--- config.mk ---
export PLATFORM = sky130hd
export DESIGN_NAME = dhcp_server_responder
export DESIGN_NICKNAME = d
export VERILOG_FILES = /design/src/rtl/dhcp_pkg.sv /design/src/rtl/dhcp_request_parser.sv /design/src/rtl/dhcp_server_responder.sv
export SDC_FILE = /design/constraint.sdc
export NUM_CORES = 1
export LEC_CHECK = 0
export ABC_AREA = 0
export ABC_CLOCK_PERIOD_IN_PS = 3200
export CORE_UTILIZATION = 51
export DETAILED_ROUTE_END_ITERATION = 8
export PLACE_DENSITY_LB_ADDON = 0.1
export SLEW_MARGIN = 5
export SYNTH_ARGS = -nofsm -noshare
export SYNTH_HDL_FRONTEND = slang
export SYNTH_SLANG_ARGS = --single-unit
--- constraint.sdc ---
create_clock -name clock -period 3.2 [get_ports clock]
set_input_delay 0.64 -clock clock [delete_from_list [all_inputs] [get_ports clock]]
set_output_delay 0.64 -clock clock [all_outputs]
set_load 0.01 [all_outputs]
--- src/rtl/dhcp_pkg.sv ---
// dhcp_pkg: DHCP opcodes, message types, option codes, ports,
// tx FSM encoding, the reply field bundle and byte-pick helpers.
package dhcp_pkg;

   localparam logic [7:0] OP_BOOTREQUEST = 8'h01;
   localparam logic [7:0] OP_BOOTREPLY   = 8'h02;
   localparam logic [7:0] HTYPE_ETH      = 8'h01;
   localparam logic [7:0] HLEN_ETH       = 8'h06;

   localparam logic [7:0] MSG_DISCOVER = 8'h01;
   localparam logic [7:0] MSG_OFFER    = 8'h02;
   localparam logic [7:0] MSG_REQUEST  = 8'h03;
   localparam logic [7:0] MSG_ACK      = 8'h05;
   localparam logic [7:0] MSG_NAK      = 8'h06;

   localparam logic [31:0] DHCP_COOKIE = 32'h6382_5363;

   localparam logic [7:0] OPT_SUBNET    = 8'd1;
   localparam logic [7:0] OPT_REQ_IP    = 8'd50;
   localparam logic [7:0] OPT_LEASE     = 8'd51;
   localparam logic [7:0] OPT_MSG_TYPE  = 8'd53;
   localparam logic [7:0] OPT_SERVER_ID = 8'd54;
   localparam logic [7:0] OPT_END       = 8'd255;
   localparam logic [7:0] OPT_LEN_4     = 8'h04;

   localparam logic [15:0] PORT_SERVER = 16'd67;
   localparam logic [15:0] PORT_CLIENT = 16'd68;

   localparam logic [8:0] RX_CNT_MAX   = 9'd511;
   localparam logic [8:0] RX_MIN_LEN   = 9'd243;
   localparam logic [8:0] RX_OPT50_END = 9'd249;

   typedef enum logic [1:0] {
      TX_IDLE = 2'd0,
      TX_ARM  = 2'd1,
      TX_SEND = 2'd2
   } tx_state_t;

   typedef struct packed {
      logic [31:0] xid;
      logic [47:0] chaddr;
      logic [31:0] yiaddr;
      logic [7:0]  msg_type;
   } reply_t;

   function automatic logic [7:0] pick32(
      input logic [31:0] w,
      input logic [1:0]  k
   );
      logic [7:0] b;
      unique case (k)
         2'd0:    b = w[31:24];
         2'd1:    b = w[23:16];
         2'd2:    b = w[15:8];
         default: b = w[7:0];
      endcase
      return b;
   endfunction

   function automatic logic [7:0] pick48(
      input logic [47:0] w,
      input logic [2:0]  k
   );
      logic [7:0] b;
      unique case (k)
         3'd0:    b = w[47:40];
         3'd1:    b = w[39:32];
         3'd2:    b = w[31:24];
         3'd3:    b = w[23:16];
         3'd4:    b = w[15:8];
         3'd5:    b = w[7:0];
         default: b = 8'h00;
      endcase
      return b;
   endfunction

endpackage

--- src/rtl/dhcp_request_parser.sv ---
// dhcp_request_parser: counts port-67 payload bytes, captures xid/chaddr
// and requested IP, validates the header, and flags a commit on rx end.
// Ports: clock, reset(n), enable, rx_data/rx_enable, dhcp_rx_active,
//        offer_ip in; commit, parsed (reply fields) out.
module dhcp_request_parser
   import dhcp_pkg::*;
(
   input  logic        clock,
   input  logic        reset,
   input  logic        enable,
   input  logic [7:0]  rx_data,
   input  logic        rx_enable,
   input  logic        dhcp_rx_active,
   input  logic [31:0] offer_ip,
   output logic        commit,
   output reply_t      parsed
);

   logic [8:0]  cnt;
   logic        active_q;
   logic        bad;
   logic        opt50;
   logic        is_request;
   logic [31:0] xid;
   logic [47:0] chaddr;
   logic [31:0] req_ip;
   logic        have_req;
   logic        req_match;
   logic [7:0]  msg_type;

   // bad resets to 1 so a datagram already in flight when reset
   // releases is never committed; it clears on the next idle gap.
   always_ff @(posedge clock or negedge reset) begin
      if (!reset) begin
         cnt        <= '0;
         active_q   <= 1'b0;
         bad        <= 1'b1;
         opt50      <= 1'b0;
         is_request <= 1'b0;
         xid        <= '0;
         chaddr     <= '0;
         req_ip     <= '0;
      end else begin
         active_q <= dhcp_rx_active;
         if (!dhcp_rx_active) begin
            cnt        <= '0;
            bad        <= 1'b0;
            opt50      <= 1'b0;
            is_request <= 1'b0;
         end else if (rx_enable) begin
            if (cnt != RX_CNT_MAX)
               cnt <= cnt + 9'd1;
            unique case (1'b1)
               cnt == 9'd0: begin
                  if (rx_data != OP_BOOTREQUEST)
                     bad <= 1'b1;
               end
               cnt >= 9'd4 && cnt <= 9'd7:
                  xid <= {xid[23:0], rx_data};
               cnt >= 9'd28 && cnt <= 9'd33:
                  chaddr <= {chaddr[39:0], rx_data};
               cnt >= 9'd236 && cnt <= 9'd239: begin
                  if (rx_data != pick32(DHCP_COOKIE, cnt[1:0]))
                     bad <= 1'b1;
               end
               cnt == 9'd240: begin
                  if (rx_data != OPT_MSG_TYPE)
                     bad <= 1'b1;
               end
               cnt == 9'd241: begin
                  if (rx_data != 8'h01)
                     bad <= 1'b1;
               end
               cnt == 9'd242: begin
                  if (rx_data == MSG_REQUEST)
                     is_request <= 1'b1;
                  else if (rx_data != MSG_DISCOVER)
                     bad <= 1'b1;
               end
               cnt == 9'd243:
                  opt50 <= (rx_data == OPT_REQ_IP);
               cnt == 9'd244: begin
                  if (rx_data != OPT_LEN_4)
                     opt50 <= 1'b0;
               end
               cnt >= 9'd245 && cnt <= 9'd248:
                  req_ip <= {req_ip[23:0], rx_data};
               default: ;
            endcase
         end
      end
   end

   // Option 50 only counts once all four address bytes arrived.
   assign have_req  = opt50 && (cnt >= RX_OPT50_END);
   assign req_match = (have_req ? req_ip : offer_ip) == offer_ip;

   always_comb begin
      msg_type = MSG_OFFER;
      if (is_request)
         msg_type = req_match ? MSG_ACK : MSG_NAK;
   end

   assign commit = active_q && !dhcp_rx_active && enable &&
                   !bad && (cnt >= RX_MIN_LEN);

   assign parsed.xid      = xid;
   assign parsed.chaddr   = chaddr;
   assign parsed.yiaddr   = (msg_type == MSG_NAK) ? 32'h0 : offer_ip;
   assign parsed.msg_type = msg_type;

endmodule

--- src/rtl/dhcp_server_responder.sv ---
// dhcp_server_responder: minimal DHCP server; turns DISCOVER/REQUEST into
// OFFER/ACK/NAK streamed to UDP tx (broadcast, port 68).
// Ports: clock, reset(n), enable, rx stream, server/offer IP, udp tx
//        grant/active in; request, tx_data, length, destination,
//        client_mac, bound and event pulses out.
module dhcp_server_responder
   import dhcp_pkg::*;
#(
   parameter logic [31:0] LEASE_SECONDS = 32'd86400,
   parameter logic [31:0] SUBNET_MASK   = 32'hFFFF_FF00,
   parameter logic [15:0] REPLY_LEN     = 16'd262
) (
   input  logic        clock,
   input  logic        reset,
   input  logic        enable,
   input  logic [7:0]  rx_data,
   input  logic        rx_enable,
   input  logic        dhcp_rx_active,
   input  logic [31:0] server_ip,
   input  logic [31:0] offer_ip,
   input  logic        udp_tx_enable,
   input  logic        udp_tx_active,
   output logic        dhcp_tx_request,
   output logic [7:0]  tx_data,
   output logic [15:0] length,
   output logic [47:0] dhcp_destination_mac,
   output logic [31:0] dhcp_destination_ip,
   output logic [15:0] dhcp_destination_port,
   output logic [47:0] client_mac,
   output logic        bound,
   output logic        offer_sent,
   output logic        ack_sent,
   output logic        nak_sent,
   output logic        dropped
);

   logic      commit;
   reply_t    parsed;
   reply_t    rep;
   tx_state_t state, state_n;
   logic [15:0] idx, idx_n;
   logic [7:0]  data, data_n;
   logic      accept;
   logic      drop;
   logic      done;

   dhcp_request_parser u_parser (
      .clock          (clock),
      .reset          (reset),
      .enable         (enable),
      .rx_data        (rx_data),
      .rx_enable      (rx_enable),
      .dhcp_rx_active (dhcp_rx_active),
      .offer_ip       (offer_ip),
      .commit         (commit),
      .parsed         (parsed)
   );

   function automatic logic [7:0] reply_byte(
      input logic [15:0] i,
      input reply_t      r,
      input logic [31:0] sip
   );
      logic [7:0] b;
      b = 8'h00;
      unique case (1'b1)
         i == 16'd0: b = OP_BOOTREPLY;
         i == 16'd1: b = HTYPE_ETH;
         i == 16'd2: b = HLEN_ETH;
         i >= 16'd4 && i <= 16'd7:
            b = pick32(r.xid, 2'(i - 16'd4));
         i >= 16'd16 && i <= 16'd19:
            b = pick32(r.yiaddr, 2'(i - 16'd16));
         i >= 16'd20 && i <= 16'd23:
            b = pick32(sip, 2'(i - 16'd20));
         i >= 16'd28 && i <= 16'd33:
            b = pick48(r.chaddr, 3'(i - 16'd28));
         i >= 16'd236 && i <= 16'd239:
            b = pick32(DHCP_COOKIE, 2'(i - 16'd236));
         i == 16'd240: b = OPT_MSG_TYPE;
         i == 16'd241: b = 8'h01;
         i == 16'd242: b = r.msg_type;
         i == 16'd243: b = OPT_SERVER_ID;
         i == 16'd244: b = OPT_LEN_4;
         i >= 16'd245 && i <= 16'd248:
            b = pick32(sip, 2'(i - 16'd245));
         i == 16'd249: b = OPT_LEASE;
         i == 16'd250: b = OPT_LEN_4;
         i >= 16'd251 && i <= 16'd254:
            b = pick32(LEASE_SECONDS, 2'(i - 16'd251));
         i == 16'd255: b = OPT_SUBNET;
         i == 16'd256: b = OPT_LEN_4;
         i >= 16'd257 && i <= 16'd260:
            b = pick32(SUBNET_MASK, 2'(i - 16'd257));
         i == 16'd261: b = OPT_END;
         default: b = 8'h00;
      endcase
      return b;
   endfunction

   assign accept = commit && (state == TX_IDLE);
   assign drop   = commit && (state != TX_IDLE);

   always_comb begin
      state_n = state;
      idx_n   = idx;
      data_n  = data;
      done    = 1'b0;
      unique case (state)
         TX_IDLE: begin
            if (accept)
               state_n = TX_ARM;
         end
         TX_ARM: begin
            if (udp_tx_enable && enable) begin
               state_n = TX_SEND;
               idx_n   = 16'd0;
               data_n  = reply_byte(16'd0, rep, server_ip);
            end
         end
         TX_SEND: begin
            // Index only advances on consumed cycles, so a stall
            // in udp_tx_active neither skips nor repeats a byte.
            if (udp_tx_active) begin
               if (idx == REPLY_LEN - 16'd1) begin
                  state_n = TX_IDLE;
                  idx_n   = 16'd0;
                  data_n  = 8'h00;
                  done    = 1'b1;
               end else begin
                  idx_n  = idx + 16'd1;
                  data_n = reply_byte(idx + 16'd1, rep, server_ip);
               end
            end
         end
         default: state_n = TX_IDLE;
      endcase
   end

   // rep is loaded only on accept, so fields stay frozen while the
   // reply is pending or streaming even if new packets arrive.
   always_ff @(posedge clock or negedge reset) begin
      if (!reset) begin
         state      <= TX_IDLE;
         idx        <= '0;
         data       <= '0;
         rep        <= '0;
         offer_sent <= 1'b0;
         ack_sent   <= 1'b0;
         nak_sent   <= 1'b0;
         dropped    <= 1'b0;
         client_mac <= '0;
         bound      <= 1'b0;
      end else begin
         state      <= state_n;
         idx        <= idx_n;
         data       <= data_n;
         if (accept)
            rep <= parsed;
         offer_sent <= done && (rep.msg_type == MSG_OFFER);
         ack_sent   <= done && (rep.msg_type == MSG_ACK);
         nak_sent   <= done && (rep.msg_type == MSG_NAK);
         dropped    <= drop;
         if (done && rep.msg_type == MSG_ACK) begin
            client_mac <= rep.chaddr;
            bound      <= 1'b1;
         end
      end
   end

   assign dhcp_tx_request       = (state != TX_IDLE);
   assign tx_data               = data;
   assign length                = REPLY_LEN;
   assign dhcp_destination_mac  = 48'hFFFF_FFFF_FFFF;
   assign dhcp_destination_ip   = 32'hFFFF_FFFF;
   assign dhcp_destination_port = PORT_CLIENT;

endmodule

==> impl_metrics.tcl <==
set metrics [dict create \
    status "completed" \
    yosys_warnings 0 \
    final-hold-violation-count 0 \
    r2r_slack_ns 0.17 \
    dieArea_um2 32700 \
    cp_slowest_stage_delay_ns 0.41 \
    syn_inst 1578 \
    final_antenna_net_count 0 \
    fill_cells 2586 \
    reg2regPathDepth 10 \
    worst_pin_slew_ns 1.10 \
    final_cell_mix "dfrtp_1 (318), nand2_1 (306), mux2_2 (158)" \
    syn_area_um2 16300 \
    crit_chain "buf_4 -> ha_1 -> buf_4 -> nand3b_1 -> nor4_2 -> buf_4 -> nand2_1 -> nor3b_4 -> buf_12 -> mux2_2" \
    layoutNonFillerInstCount 2162 \
    slew_viol_final 0 \
    gp_congestion 0.986 \
    skew_ns 0.0208 \
    vias 12500 \
    wirelength_mm 44.6 \
    coreArea_um2 31500 \
    cpMaxStageDelayCell "ha_1" \
    synth_cell_type_count 84 \
    port_buffers 140 \
    synth-edff-count 0 \
    dpl_cell_area_um2 18100 \
    viasPerCell 5.79 \
    drt_iter0_markers 1126 \
    dieWidth_um 181 \
    final_common_cell "dfrtp_1" \
    irDropWorstVdd_v 0.000382 \
    first_pass_iters 9 \
    power_mw 8.91 \
    area.growth.synth_to_final_pct 19.4 \
    clock_latency_ns 0.53 \
    worst_setup_hold_path_clk_slew_ns 0.06 \
    yosysSeqAreaShare 0.490 \
    hold_class "primary input to async pin" \
    finalCriticalPeriod_ns 3.03 \
    reg2reg_to "client_mac[31]" \
    grt_overflow 0 \
    start_kind "flip-flop" \
    io_pins 253 \
    r2r-start "idx[0]" \
    grt_first_pass_wirelength_mm 70.3 \
    final_core_util 0.618 \
    cts_tree "done" \
    rsz0062_at_grt "yes" \
    end_kind "flip-flop" \
    cts_root_buf "clkbuf_16" \
    setup_viol_count_final 0 \
    critPathBufInv 4 \
    grt_pass1_vias 12300 \
    async_flop_share 1.00 \
    yosys_register_bits 319 \
    required_ns 3.60 \
    synth_flop_cell "dfrtp_1" \
    post-route-period-util 0.946 \
    cts.sinks 319 \
    max_slew_margin 0.269 \
    cp.arrival_ns 3.43 \
    tns_ns 0 \
    leakage_nw 9.41 \
    antenna_found_initial 1 \
    grt_start_max_net_pins 92 \
    rows 65 \
    ctsLongestPathBuffers 3 \
    max_freq_mhz 330 \
    crit_type "flip-flop to flip-flop" \
    htree_levels 2 \
    die_h_um 181 \
    final_area_um2 19500 \
    initial_core_util 0.518 \
    wl_per_cell_um 20.6 \
    crit_fanout 50 \
    dpl.cell_count 2095 \
    nets 1825 \
    syn_avg_cell_area_um2 10.3 \
    power_density_nw_per_um2 458 \
    grt_usage 0.276 \
    crit_path_frequent_cell "buf_4" \
    layout-drive-gt1-share 0.192 \
    numCtsBuffers 36 \
    crit_family "buffers and inverters" \
    drc_errors 0 \
    drv_cap 0 \
    hpwl_mm 31.0 \
    post_cts.repair.setup_buffers 0 \
]
-- where the power goes --
group | total, mW | switching [mW] | leakage [nW] | internal (mW)
clock | 4.44 | 1.71 | 0.632 | 2.73
sequential | 4.08 | 0.0216 | 4.44 | 4.06
combinational | 0.395 | 0.247 | 4.34 | 0.148
-- worst max-delay path by stage --
stage	slack (ns)	endpoint	start	cells after the start
detailed placement	0.11	tx_data[6]	idx[1]	12
global placement	0.15	tx_data[6]	idx[1]	12
floorplan	0.40	tx_data[6]	idx[0]	12
global route	-0.02	tx_data[6]	idx[0]	13
CTS	0.03	tx_data[6]	idx[1]	12
finish	0.17	client_mac[31]	idx[0]	10
-- metrics by stage --
step	hold slack (ns)	setup WS, ns
2_1_floorplan	0.344	0.400
3_3_place_gp	0.445	0.149
3_5_place_dp	0.449	0.106
4_1_cts	0.0426	0.0345
5_1_grt	0.0516	-0.0201
6_report	0.0309	0.172
-- flip-flops by register name, indices dropped and copies added, names as in the netlist --
register	flops
u_parser.req_ip	32
nak_sent	1
ack_sent	1
u_parser.is_request	1
client_mac	48
idx	16
u_parser.bad	1
u_parser.opt50	1
u_parser.chaddr	48
u_parser.cnt	9
dropped	1
u_parser.xid	32
tx_data	8
state	2
u_parser.active_q	1
offer_sent	1
bound	1
rep	115
-- synth_stat cells (4+ instances only) --
library cell,count,share of area
a21boi_0,4,0.0018
a21o_1,8,0.0037
a21oi_1,41,0.013
a221oi_1,9,0.0048
a222oi_1,34,0.021
a22o_1,38,0.020
a22oi_1,17,0.0078
a31oi_1,14,0.0054
a32oi_1,5,0.0027
and2_1,9,0.0035
and3_1,7,0.0027
buf_1,12,0.0028
buf_2,17,0.0052
buf_4,114,0.053
clkbuf_1,68,0.016
dfrtp_1,318,0.49
ha_1,15,0.012
inv_1,15,0.0035
mux2_1,5,0.0035
mux2_2,158,0.11
nand2_1,306,0.070
nand2b_1,8,0.0031
nand3_1,21,0.0064
nand4_1,13,0.0050
nor2_1,53,0.012
nor2b_1,8,0.0031
nor3_1,28,0.0086
nor3b_1,7,0.0032
nor4_1,19,0.0073
nor4b_1,4,0.0021
o211ai_1,5,0.0023
o21ai_0,41,0.013
o21ai_1,8,0.0025
o31ai_1,7,0.0032
o41ai_1,4,0.0021
or2_2,7,0.0027
xnor2_1,15,0.0081
xor2_1,37,0.020
-- layer usage --
| layer | vias to the layer above | track usage | routed length (um) |
|---|---|---|---|
| met2 | 531 | 0.430 | 20300 |
| met1 | 6218 | 0.396 | 20200 |
| met3 | 73 | 0.0403 | 2890 |
| met4 | 0 | 0.0916 | 1170 |
| li1 | 5694 | - | - |
| met5 | - | 0 | 0 |
-- cell type report --
| class | count | area (um2) | area share |
|---|---|---|---|
| Antenna cell | 2 | 5.00 | 0.000257 |
| Clock buffer | 48 | 1010 | 0.0518 |
| Clock inverter | 17 | 279 | 0.0143 |
| Inverter | 15 | 56.3 | 0.00289 |
| Multi-Input combinational cell | 1141 | 7470 | 0.384 |
| Sequential cell | 319 | 7980 | 0.410 |
| Tap cell | 402 | 503 | 0.0258 |
| Timing Repair Buffer | 218 | 2150 | 0.111 |
-- what timing repair did --
action | 4_1_cts | 5_1_grt
resized for setup | 0 | 6
endpoints found under the setup margin | 0 | 5
hold buffers | 0 | 0
endpoints found under the hold margin | 0 | 0
-- cells by family (layout without fill, tap and decap cells) --
| kind of cell | Yosys count | in the layout | synth area share |
|---|---|---|---|
| compound gates | 274 | 274 | 0.127 |
| xor+xnor | 52 | 52 | 0.0279 |
| fa+ha+maj | 15 | 15 | 0.0115 |
| buf+inv | 228 | 298 | 0.0810 |
| flops | 319 | 319 | 0.490 |
| mux | 164 | 164 | 0.113 |
| other cells | 2 | 114 | 0.000461 |
| simple gates | 524 | 524 | 0.149 |
Note: power is estimated with default switching activity, not from simulation.
